==> config.mk <==
export PLATFORM = sky130hd
export DESIGN_NAME = framebuffer_scanout_flat
export DESIGN_NICKNAME = d
export VERILOG_FILES = /design/src/rtl/graphic_pkg.sv /design/src/rtl/framebuffer_scanout_if.sv /design/src/rtl/scanout_word_buffer.sv /design/src/rtl/framebuffer_scanout.sv /design/src/flat_wrapper.sv
export SDC_FILE = /design/constraint.sdc
export NUM_CORES = 1
export LEC_CHECK = 0
export CAP_MARGIN = 30
export CORE_AREA = 5 5 334 336
export DETAILED_ROUTE_END_ITERATION = 12
export DIE_AREA = 0 0 339 341
export GPL_TIMING_DRIVEN = 0
export PLACE_DENSITY_LB_ADDON = 0.2
export SYNTH_ARGS = -nofsm -noshare
export SYNTH_HDL_FRONTEND = slang
export SYNTH_SLANG_ARGS = --single-unit
==> constraint.sdc <==
create_clock -name clk -period 12.2 [get_ports clk]
set_input_delay 2.44 -clock clk [delete_from_list [all_inputs] [get_ports clk]]
set_output_delay 2.44 -clock clk [all_outputs]
set_load 0.05 [all_outputs]
==> src/rtl/graphic_pkg.sv <==
// graphic_pkg: shared constants and types for the Color/Weight SRAM scanout path.
package graphic_pkg;
    localparam int PIX_PER_WORD = 16;
    localparam int RGB_W        = 24;
    localparam int CW_ADDR_W    = 16;
    localparam int CW_WORD_W    = 384;
    localparam int COORD_W      = 12;
    typedef logic [RGB_W-1:0] rgb_t;
    typedef rgb_t [PIX_PER_WORD-1:0] cw_word_t;
    typedef logic [CW_ADDR_W-1:0] cw_addr_t;
    typedef logic [COORD_W-1:0] coord_t;
    typedef enum logic [1:0] {IDLE, PRIME, STREAM, DRAIN} scan_state_e;
endpackage

==> src/rtl/framebuffer_scanout_if.sv <==
// framebuffer_scanout_if: frame control, Color/Weight SRAM port and pixel stream of the scanout block.
interface framebuffer_scanout_if;
    import graphic_pkg::*;
    logic                    start;
    logic                    busy;
    logic                    frame_done;
    cw_addr_t                address_sram_CW;
    cw_word_t                read_data_sram_CW;
    logic                    write_enable_sram_CW;
    logic [PIX_PER_WORD-1:0] write_wordmask_sram_CW;
    cw_word_t                write_data_sram_CW;
    logic                    pix_valid;
    logic                    pix_ready;
    rgb_t                    pix_rgb;
    coord_t                  pix_x;
    coord_t                  pix_y;
    logic                    pix_sof;
    logic                    pix_eol;
    modport master (
        input  start, read_data_sram_CW, pix_ready,
        output busy, frame_done, address_sram_CW, write_enable_sram_CW, write_wordmask_sram_CW,
               write_data_sram_CW, pix_valid, pix_rgb, pix_x, pix_y, pix_sof, pix_eol
    );
    modport slave (
        output start, read_data_sram_CW, pix_ready,
        input  busy, frame_done, address_sram_CW, write_enable_sram_CW, write_wordmask_sram_CW,
               write_data_sram_CW, pix_valid, pix_rgb, pix_x, pix_y, pix_sof, pix_eol
    );
endinterface

==> src/rtl/scanout_word_buffer.sv <==
// scanout_word_buffer: two-entry ping-pong store of SRAM words, presenting one pixel lane per pop.
module scanout_word_buffer
    import graphic_pkg::*;
(
    input  logic     clk,
    input  logic     srst,
    input  logic     load_i,
    input  cw_word_t data_i,
    input  logic     pop_i,
    output logic     valid_o,
    output logic     full_o,
    output rgb_t     rgb_o
);
    cw_word_t   word_q [2];
    logic [1:0] val_q, val_d;
    logic       wp_q, rp_q;
    logic [3:0] lane_q;
    logic       last_lane;

    assign last_lane = lane_q == 4'(PIX_PER_WORD - 1);
    assign valid_o   = val_q[rp_q];
    assign full_o    = &val_q;
    assign rgb_o     = valid_o ? word_q[rp_q][lane_q] : '0;

    // A load only targets a free entry, so release and fill never hit the same index.
    always_comb begin
        val_d = val_q;
        if (pop_i && last_lane) val_d[rp_q] = 1'b0;
        if (load_i) val_d[wp_q] = 1'b1;
    end

    always_ff @(posedge clk) begin
        if (srst) begin
            val_q  <= '0;
            wp_q   <= 1'b0;
            rp_q   <= 1'b0;
            lane_q <= '0;
        end else begin
            val_q <= val_d;
            if (load_i) wp_q <= ~wp_q;
            if (pop_i) lane_q <= lane_q + 4'd1;
            if (pop_i && last_lane) rp_q <= ~rp_q;
        end
    end

    always_ff @(posedge clk)
        if (load_i) word_q[wp_q] <= data_i;
endmodule

==> src/rtl/framebuffer_scanout.sv <==
// framebuffer_scanout: streams one raster frame from the Color/Weight SRAM as a pixel handshake stream.
// Define SCANOUT_CLEAR_EN to write CLEAR_COLOR back over each word in the cycle after it is read.
module framebuffer_scanout
    import graphic_pkg::*;
#(
    parameter int   H_RES       = 640,
    parameter int   V_RES       = 480,
    parameter rgb_t CLEAR_COLOR = 24'h000000
) (
    input logic                   clk,
    input logic                   srst,
    framebuffer_scanout_if.master bus
);
    localparam int       WORDS     = H_RES * V_RES / PIX_PER_WORD;
    localparam cw_addr_t LAST_ADDR = cw_addr_t'(WORDS - 1);
    localparam coord_t   X_LAST    = coord_t'(H_RES - 1);
    localparam coord_t   Y_LAST    = coord_t'(V_RES - 1);

    scan_state_e state_q, state_d;
    cw_addr_t    fetch_addr_q, addr_q;
    logic        rd_pend_q, fetch_done_q, frame_done_q;
    coord_t      x_q, y_q;
    logic        issue, hs, last_hs, buf_valid, buf_full, wr_now;
    rgb_t        buf_rgb;

    scanout_word_buffer u_buf (
        .clk     (clk),
        .srst    (srst),
        .load_i  (rd_pend_q),
        .data_i  (bus.read_data_sram_CW),
        .pop_i   (hs),
        .valid_o (buf_valid),
        .full_o  (buf_full),
        .rgb_o   (buf_rgb)
    );

    always_ff @(posedge clk)
        if (srst) state_q <= IDLE;
        else state_q <= state_d;

    always_comb begin
        state_d = state_q;
        case (state_q)
            IDLE:    if (bus.start) state_d = PRIME;
            PRIME:   if (rd_pend_q) state_d = STREAM;
            STREAM:  if (fetch_done_q) state_d = DRAIN;
            DRAIN:   if (last_hs) state_d = IDLE;
            default: state_d = IDLE;
        endcase
    end

    // One read in flight at most; a read is only launched into a buffer that is already free.
    always_comb begin
        issue   = (state_q == PRIME || state_q == STREAM) && !fetch_done_q && !rd_pend_q && !buf_full;
        hs      = buf_valid && bus.pix_ready;
        last_hs = hs && x_q == X_LAST && y_q == Y_LAST;
    end

    always_ff @(posedge clk) begin
        if (srst) begin
            fetch_addr_q <= '0;
            addr_q       <= '0;
            rd_pend_q    <= 1'b0;
            fetch_done_q <= 1'b0;
            frame_done_q <= 1'b0;
            x_q          <= '0;
            y_q          <= '0;
        end else begin
            rd_pend_q    <= issue;
            frame_done_q <= state_q == DRAIN && last_hs;
            if (state_q == IDLE && bus.start) begin
                fetch_addr_q <= '0;
                fetch_done_q <= 1'b0;
            end else if (issue) begin
                addr_q       <= fetch_addr_q;
                fetch_addr_q <= fetch_addr_q + 1'b1;
                fetch_done_q <= fetch_addr_q == LAST_ADDR;
            end
            if (hs) x_q <= x_q == X_LAST ? '0 : x_q + 1'b1;
            if (hs && x_q == X_LAST) y_q <= y_q == Y_LAST ? '0 : y_q + 1'b1;
        end
    end

`ifdef SCANOUT_CLEAR_EN
    // Write-back shares the read's data-return cycle; reset suppresses it at once.
    assign wr_now = rd_pend_q && !srst;
`else
    assign wr_now = 1'b0;
`endif

    assign bus.busy                   = state_q != IDLE;
    assign bus.frame_done             = frame_done_q;
    assign bus.address_sram_CW        = issue ? fetch_addr_q : addr_q;
    assign bus.write_enable_sram_CW   = !wr_now;
    assign bus.write_wordmask_sram_CW = wr_now ? '0 : '1;
    assign bus.write_data_sram_CW     = wr_now ? {PIX_PER_WORD{CLEAR_COLOR}} : '0;
    assign bus.pix_valid              = buf_valid;
    assign bus.pix_rgb                = buf_rgb;
    assign bus.pix_x                  = x_q;
    assign bus.pix_y                  = y_q;
    assign bus.pix_sof                = buf_valid && x_q == '0 && y_q == '0;
    assign bus.pix_eol                = buf_valid && x_q == X_LAST;
endmodule

==> src/flat_wrapper.sv <==
// flat-port wrapper written by rule: the top's interface ports become plain ports
module framebuffer_scanout_flat import graphic_pkg::*;
#(
    parameter int   H_RES       = 640,
    parameter int   V_RES       = 480,
    parameter rgb_t CLEAR_COLOR = 24'h000000
)
  (clk, srst, bus_start, bus_read_data_sram_CW, bus_pix_ready, bus_busy, bus_frame_done, bus_address_sram_CW, bus_write_enable_sram_CW, bus_write_wordmask_sram_CW, bus_write_data_sram_CW, bus_pix_valid, bus_pix_rgb, bus_pix_x, bus_pix_y, bus_pix_sof, bus_pix_eol);
  framebuffer_scanout_if bus_i ();
  input logic clk;
  input logic srst;
  input wire logic [$bits(bus_i.start)-1:0] bus_start;
  input wire logic [$bits(bus_i.read_data_sram_CW)-1:0] bus_read_data_sram_CW;
  input wire logic [$bits(bus_i.pix_ready)-1:0] bus_pix_ready;
  output wire logic [$bits(bus_i.busy)-1:0] bus_busy;
  output wire logic [$bits(bus_i.frame_done)-1:0] bus_frame_done;
  output wire logic [$bits(bus_i.address_sram_CW)-1:0] bus_address_sram_CW;
  output wire logic [$bits(bus_i.write_enable_sram_CW)-1:0] bus_write_enable_sram_CW;
  output wire logic [$bits(bus_i.write_wordmask_sram_CW)-1:0] bus_write_wordmask_sram_CW;
  output wire logic [$bits(bus_i.write_data_sram_CW)-1:0] bus_write_data_sram_CW;
  output wire logic [$bits(bus_i.pix_valid)-1:0] bus_pix_valid;
  output wire logic [$bits(bus_i.pix_rgb)-1:0] bus_pix_rgb;
  output wire logic [$bits(bus_i.pix_x)-1:0] bus_pix_x;
  output wire logic [$bits(bus_i.pix_y)-1:0] bus_pix_y;
  output wire logic [$bits(bus_i.pix_sof)-1:0] bus_pix_sof;
  output wire logic [$bits(bus_i.pix_eol)-1:0] bus_pix_eol;
  assign bus_i.start = bus_start;
  assign bus_i.read_data_sram_CW = bus_read_data_sram_CW;
  assign bus_i.pix_ready = bus_pix_ready;
  assign bus_busy = bus_i.busy;
  assign bus_frame_done = bus_i.frame_done;
  assign bus_address_sram_CW = bus_i.address_sram_CW;
  assign bus_write_enable_sram_CW = bus_i.write_enable_sram_CW;
  assign bus_write_wordmask_sram_CW = bus_i.write_wordmask_sram_CW;
  assign bus_write_data_sram_CW = bus_i.write_data_sram_CW;
  assign bus_pix_valid = bus_i.pix_valid;
  assign bus_pix_rgb = bus_i.pix_rgb;
  assign bus_pix_x = bus_i.pix_x;
  assign bus_pix_y = bus_i.pix_y;
  assign bus_pix_sof = bus_i.pix_sof;
  assign bus_pix_eol = bus_i.pix_eol;
  framebuffer_scanout #(.H_RES(H_RES), .V_RES(V_RES), .CLEAR_COLOR(CLEAR_COLOR)) u_core (.clk(clk), .srst(srst), .bus(bus_i));
endmodule
==> results of run 1 <==
## cells in the mapped netlist (6+ instances only)
cell	instances
o21ai_1	15
nand2_1	44
nand4_1	15
dfxtp_1	70
a221oi_1	19
xnor2_1	15
nor2_1	44
mux4_2	216
xor2_1	15
inv_1	13
nor3_1	9
o221ai_1	25
mux2_2	16
buf_4	409
edfxtp_1	768
clkinv_1	25
buf_6	13
mux2i_1	27
nand3_1	34
and3_1	6
buf_2	18
clkbuf_1	37
a21oi_1	24
ha_1	11
## metal layers
layer  vias up  track usage, %
met5         -               0
met4        38           3.934
met3       150           7.498
met2       708           29.95
met1      9961           20.43
li1       8855               -
## flip-flops by register name, summed over array words and instances (netlist names), named ones only
signal / flops
u_core.u_buf.word_q: 768
u_core.addr_q: 16
u_core.fetch_addr_q: 16
u_core.bus.pix_x: 12
u_core.bus.pix_y: 12
u_core.u_buf.lane_q: 4
u_core.state_q: 2
u_core.u_buf.val_q: 2
u_core.bus.frame_done: 1
u_core.fetch_done_q: 1
u_core.rd_pend_q: 1
u_core.u_buf.rp_q: 1
u_core.u_buf.wp_q: 1
## report_power, final
group,switching (mW),internal [mW],leakage [nW],total (mW)
registers,0.0813,3.61,7.55,3.69
logic,1.06,0.598,7.49,1.66
clock network,1.16,1.76,1.57,2.92
total,2.30,5.97,16.6,8.27
## worst reg2reg max path, stage by stage (launching register included)
cell     delay, ns
dfxtp_1       0.37
mux2i_1       0.20
inv_2         0.09
buf_2         0.33
and2_1        0.17
buf_2         0.30
nand4_1       0.35
xnor2_1       0.52
nor2_1        0.15
## cells by family (layout without fill, tap and decap cells)
logic type / count (synthesis) / after routing
DFF: 838 / 838
buffers and inverters: 522 / 1176
muxes: 259 / 259
and+or+nand+nor: 182 / 182
AOI/OAI and AO/OA: 103 / 103
xor gates and xnor gates: 30 / 30
adders and majority gates: 11 / 11
other: 2 / 441
## stage by stage
| stage | instances | util, % |
|---|---|---|
| 2_1_floorplan | 2346 | - |
| 3_3_place_gp | 4214 | 40.00 |
| 3_5_place_dp | 4231 | 40.33 |
| 4_1_cts | 4413 | 43.32 |
| 5_1_grt | 4424 | 43.35 |
| 6_report | 4454 | 43.42 |
## layout make-up
| cell class | instances | area (um2) |
|---|---|---|
| repair buffers | 472 | 4898 |
| diodes | 40 | 100.1 |
| plain buffers | 482 | 3476 |
| clock inverters | 59 | 634.4 |
| clock buffers | 123 | 2599 |
| multi-input cells | 986 | 8900 |
| fillers | 9600 | 61240 |
| inverters | 40 | 165.2 |
| flip-flops and latches | 838 | 24460 |
| well taps | 1414 | 1769 |
## layout by cell type (no fill, tap or decap), drive strengths merged, types with 11 or more instances in the layout
master	Yosys	final
a21oi	24	24
a221oi	24	24
buf	445	463
bufinv	0	12
clkbuf	37	160
clkdlybuf4s50	0	454
clkinv	25	66
conb	2	401
dfxtp	70	70
diode	0	40
edfxtp	768	768
ha	11	11
inv	15	20
mux2	16	16
mux2i	27	27
mux4	216	216
nand2	44	44
nand3	35	35
nand4	15	15
nor2	45	45
nor3	11	11
o21ai	19	19
o221ai	25	25
xnor2	15	15
xor2	15	15
## final timing paths
| check | from | to | slack (ns) |
|---|---|---|---|
| min | u_core.addr_q[15]$_SDFFE_PP0N_ | u_core.addr_q[15]$_SDFFE_PP0N_ | 0.46 |
| max | u_core.u_buf.lane_q[0]$_SDFFE_PP0N_ | bus_pix_rgb[21] | 5.14 |
| min reg2reg | u_core.addr_q[15]$_SDFFE_PP0N_ | u_core.addr_q[15]$_SDFFE_PP0N_ | 0.46 |
| max reg2reg | u_core.u_buf.rp_q$_SDFFE_PP0N_ | register | 9.57 |
==> flow_summary_export.csv, run 1 <==
group,metric,value,unit
outcome,status,"completed",
logic_synthesis,yosysWarnings,0,
sta,finalHoldViolations,0,
sta,tns,0,ns
logic_synthesis,synth-edff-count,768,
detailed_routing,drc_errors,0,
place,place_congestion,0.8220,
worst_setup_path,cp_num_buf_inv,6,
cts,post_cts_buffers,0,
place,post_dp_cell_area,43660,um2
sta,holdWs,0.4629,ns
worst_setup_path,ff2ff_path_depth,8,
logic_synthesis,syn_area,35490,um2
cells_and_area,fin_nets,3317,
global_routing,grt_pass1_vias,20834,
logic_synthesis,synth_fa_ha_area_share,0.3878,%
detailed_routing,wl_met2,52710,um
detailed_routing,wl,104400,um
logic_synthesis,ys_seq_elements,838,
cts,clk_pin_slew,0.06,ns
worst_setup_path,worstPathArrival,4.62,ns
cells_and_area,stdcell_area,47010,um2
detailed_routing,dr.pass1.iters,5,
floorplanning,ios,858,
cells_and_area,drive_gt1_share,27.97,%
detailed_routing,ant_nets,0,
logic_synthesis,synthMuxAreaShare,14.98,%
floorplanning,die_width,339,um
floorplanning,die_area,115600,um2
sta,max_freq,0.1416,GHz
place,post-dp-hpwl,78080,um
logic_synthesis,syn_area_per_cell,18.23,um2
logic_synthesis,synth_top_cell_by_area,"edfxtp_1",
logic_synthesis,yosys.area_share.xor_xnor,0.7403,%
worst_setup_path,path_depth,9,
worst_setup_path,path_cells,"buf_2, buf_6, buf_4, nand2b_1, clkbuf_1, buf_2, o221ai_1, a221oi_1, clkdlybuf4s50_1",
detailed_routing,via_per_inst,4.426,
detailed_routing,wl_per_cell,23.45,um
global_routing,grt_usage,17.46,%
pwr,powerDensity,176.0,nW/um2
detailed_routing,drt_iter0_drc,1291,
worst_setup_path,crit_fanout,10,
logic_synthesis,syn-instance-count,1947,
hold_path,whs_path_depth,2,
logic_synthesis,yosys.area.top_type_share,64.98,%
worst_setup_path,cpMostUsedCell,"buf_2",
floorplanning,core_area,108200,um2
sta,fin_crit,7.060,ns
logic_synthesis,yosys.cell_types.count,51,
worst_setup_path,crit_family,"buffers and inverters",
pwr,finalPower,8.275,mW
sta,worst_slack,5.140,ns
logic_synthesis,ys.flop_type,"edfxtp_1",
cts,clkSinkCount,838,
global_routing,antenna_found_initial,57,
detailed_routing,highest_layer,"met5",
cts,cts_root_buffer,"clkbuf_16",
sta,slew_headroom,35.67,%
cts,cts_hold_buf,0,
detailed_routing,wl_met1,38490,um
cts,clock_path_buffers,3,
logic_synthesis,synth_top_family_by_area,"multiplexers",
pwr,p_leak,16.60,nW
job,drv_cap,0,
cts,cts.htree.levels,3,
cts,ctsResizeCount,0,
worst_setup_path,endpoint_kind,"output port",
sta,rsz0062_at_grt,"false",
place,io_buffers,454,
detailed_routing,route.met3.wl,11250,um
cts,cts-buffers-inserted,98,
logic_synthesis,synth_seq_area_share,68.93,%
sta,worst_pin_slew,0.9650,ns
worst_setup_path,cp.required,9.76,ns
floorplanning,num_rows,121,
global_routing,grt_max_degree,123,
logic_synthesis,synth.area.top_cells,"edfxtp_1 (65%), mux4_2 (14%), buf_4 (8.7%), dfxtp_1 (3.9%), mux2i_1 (0.76%)",
sta,setup_viol,0,
logic_synthesis,yosys.area_share.simple,2.556,%
detailed_routing,vias,19712,
logic_synthesis,postSynth.asyncResetShare,0,%
worst_setup_path,critPathLaunchType,"register",
worst_setup_path,cpPeakStageDelay,1.01,ns
global_routing,grt_first_pass_wirelength,146100,um
logic_synthesis,synth-compound-area-share,2.175,%
global_routing,grt_overflow_total,0,
sta,drv_slew,0,
sta,clock_skew,0.01722,ns
cells_and_area,syn2layout_area_growth,32.44,%
floorplanning,initial_core_util,32.79,%
place,post-place-ws,5.709,ns
worst_setup_path,crit_slowest_cell,"clkdlybuf4s50_1",
pwr,ir_drop,0.1286,mV
hold_path,worst_hold_path_type,"register to register",
sta,post-route-period-util,57.87,%
floorplanning,fp.dieH,341,um
cts,cts_tree,"built",
worst_setup_path,critPathKind,"register to output port",
cts,clkLatencyLatePin,0.66,ns
(Power assumes the default switching activity.)
==> run 2: changes to the inputs <==
--- a/config.mk
+++ b/config.mk
@@ -6,9 +6,9 @@
 export NUM_CORES = 1
 export LEC_CHECK = 0
 export CAP_MARGIN = 30
-export CORE_AREA = 5 5 334 336
+export CORE_AREA = 5 5 332 334
 export DETAILED_ROUTE_END_ITERATION = 12
-export DIE_AREA = 0 0 339 341
+export DIE_AREA = 0 0 337 339
 export GPL_TIMING_DRIVEN = 0
 export PLACE_DENSITY_LB_ADDON = 0.2
 export SYNTH_ARGS = -nofsm -noshare
==> constraint.sdc (replaced) <==
create_clock -name clk -period 6.21 [get_ports clk]
set_input_delay 1.242 -clock clk [delete_from_list [all_inputs] [get_ports clk]]
set_output_delay 1.242 -clock clk [all_outputs]
set_load 0.05 [all_outputs]
==> run 2 against run 1 <==
  * Clock skew is 0.0037 ns higher
  * Flip-flop and latch count is the same
  * Combinational power increased by 100%
  * Critical path depth unchanged
  * Total power rose by 92%
  * Critical path type unchanged
  * Setup slack worse by 4.7 ns
  * Register-to-register slack worse by 6.0 ns
==> flow_summary_export.csv, run 2 (synthesized netlist as in run 1, its figures left out) <==
group,metric,value,unit
cells_and_area,layout_commonest_cell,"edfxtp_1",
detailed_routing,drc_errors,0,
worst_setup_path,crit_fanout,10,
cts,cts_hold_buf,0,
worst_setup_path,crit_slowest_cell,"clkdlybuf4s50_1",
pwr,finalPower,15.87,mW
global_routing,grt_overflow_total,0,
cts,clkLatencyLatePin,0.65,ns
worst_setup_path,endpoint_kind,"output port",
detailed_routing,vias,19767,
sta,max_freq,0.1747,GHz
floorplanning,die_area,114200,um2
floorplanning,fp.dieH,339,um
sta,setup_viol,0,
cts,cts_tree,"built",
floorplanning,die_width,337,um
detailed_routing,via_per_inst,4.464,
cts,clk_pin_slew,0.06,ns
global_routing,antenna_found_initial,42,
worst_setup_path,startpoint,"u_core.u_buf.lane_q[0]$_SDFFE_PP0N_",
floorplanning,initial_core_util,33.29,%
cells_and_area,stdcell_count,4428,
cts,ctsResizeCount,0,
job,drv_cap,0,
hold_path,worstHoldStart,"u_core.addr_q[11]$_SDFFE_PP0N_",
cts,cts.htree.levels,3,
sta,worst_pin_slew,0.9503,ns
floorplanning,ios,858,
cells_and_area,layout_common_cells,"edfxtp_1 (768), clkdlybuf4s50_1 (454), buf_4 (409), conb_1 (401), mux4_2 (216)",
detailed_routing,wl_per_cell,23.57,um
cts,post_cts_buffers,0,
worst_setup_path,r2r-start,"u_core.u_buf.rp_q$_SDFFE_PP0N_",
worst_setup_path,critPathKind,"register to output port",
cells_and_area,syn2layout_area_growth,31.97,%
worst_setup_path,cpPeakStageDelay,0.94,ns
sta,post-route-period-util,92.18,%
pwr,powerDensity,338.8,nW/um2
place,io_buffers,454,
worst_setup_path,worstPathArrival,4.48,ns
hold_path,worst_hold_path_type,"register to register",
cts,cts_root_buffer,"clkbuf_16",
detailed_routing,wl,104400,um
pwr,p_leak,16.53,nW
global_routing,grt_usage,17.66,%
detailed_routing,dr.pass1.iters,5,
worst_setup_path,critPathLaunchType,"register",
floorplanning,core_area,106600,um2
sta,slew_headroom,36.65,%
worst_setup_path,cp.required,4.97,ns
sta,holdWs,0.4669,ns
global_routing,grt_max_degree,41,
sta,finalHoldViolations,0,
cells_and_area,drive_gt1_share,28.29,%
place,post-dp-hpwl,79520,um
cells_and_area,largest_reg_flops,768,
cells_and_area,regMostFlops,"u_core.u_buf.word_q",
detailed_routing,drt_iter0_drc,1234,
sta,drv_slew,0,
cts,clkSinkCount,838,
sta,fin_crit,5.725,ns
worst_setup_path,cpMostUsedCell,"buf_2",
cells_and_area,stdcell_area,46840,um2
floorplanning,num_rows,120,
cts,clock_path_buffers,3,
cells_and_area,n_fill_cell,9377,
cells_and_area,reg.largest.list,"u_core.u_buf.word_q x768, u_core.addr_q x16, u_core.fetch_addr_q x16",
sta,rsz0062_at_grt,"false",
place,place_congestion,0.7913,
sta,clock_skew,0.02090,ns
place,post_dp_cell_area,43880,um2
global_routing,grt_first_pass_wirelength,145300,um
place,dpl.cell_count,4234,
cells_and_area,fin_nets,3326,
outcome,status,"completed",
global_routing,grt_pass1_vias,20806,
pwr,ir_drop,0.2135,mV
detailed_routing,ant_nets,0,
worst_setup_path,path_cells,"buf_2, buf_6, buf_4, nand2b_1, clkbuf_1, buf_2, o221ai_1, a221oi_1, clkdlybuf4s50_1",
cts,cts-buffers-inserted,93,
==> run 2: cell types whose count changed in the layout (fill, tap and decap cells not counted), sizes merged, moves of 3 or more <==
cell / delta
buf: +14
bufinv: -7
clkbuf: -9
clkinv: +3
clkinvlp: +5
diode: -20
==> run 2: layout make-up <==
type	instances	area [um2]	share of cell area (%)
clock inverters	59	435.4	0.9296
flip-flops and latches	838	24460	52.23
well taps	1403	1755	3.748
repair buffers	486	5135	10.96
multi-input cells	986	8907	19.02
diodes	20	50.05	0.1068
clock buffers	114	2459	5.249
plain buffers	482	3476	7.421
inverters	40	157.7	0.3366
==> run 2: stage by stage <==
step	utilization (%)	TNS [ns]	setup slack, ns
3_5_place_dp	41.16	0	1.006
3_3_place_gp	40.62	-2984.02	-3.978
6_report	43.94	0	0.4854
5_1_grt	43.91	0	0.09437
2_1_floorplan	-	-301.28	-0.3980
4_1_cts	43.88	0	0.2537
==> run 2: path summary, 6_finish.rpt <==
kind	endpoint	slack, ns	cells after the start
max reg2reg	register	3.56	8
max	bus_pix_rgb[12]	0.49	9
min	u_core.addr_q[11]$_SDFFE_PP0N_	0.47	2
min reg2reg	u_core.addr_q[11]$_SDFFE_PP0N_	0.47	2
==> run 2: layer usage <==
| metal | up-vias | GRT usage (%) | share of wire (%) |
|---|---|---|---|
| met4 | 40 | 4.659 | 2.2 |
| li1 | 8856 | - | - |
| met1 | 10019 | 20.91 | 38 |
| met2 | 691 | 30.97 | 51 |
| met3 | 161 | 5.740 | 8.6 |
| met5 | - | 0 | 0.27 |
==> run 2: power breakdown <==
part / switching [mW] / leakage (nW) / total (mW) / internal, mW
clock: 2.22 / 1.41 / 5.24 / 3.02
combinational: 2.13 / 7.57 / 3.38 / 1.26
sequential: 0.165 / 7.55 / 7.24 / 7.08
==> run 2: worst max-delay path, delay by kind of cell (launching register included) <==
kind,cells,cell delay [ns]
compound gates,2,0.76
flops,1,0.33
simple gates,1,0.14
buf+inv,6,2.58
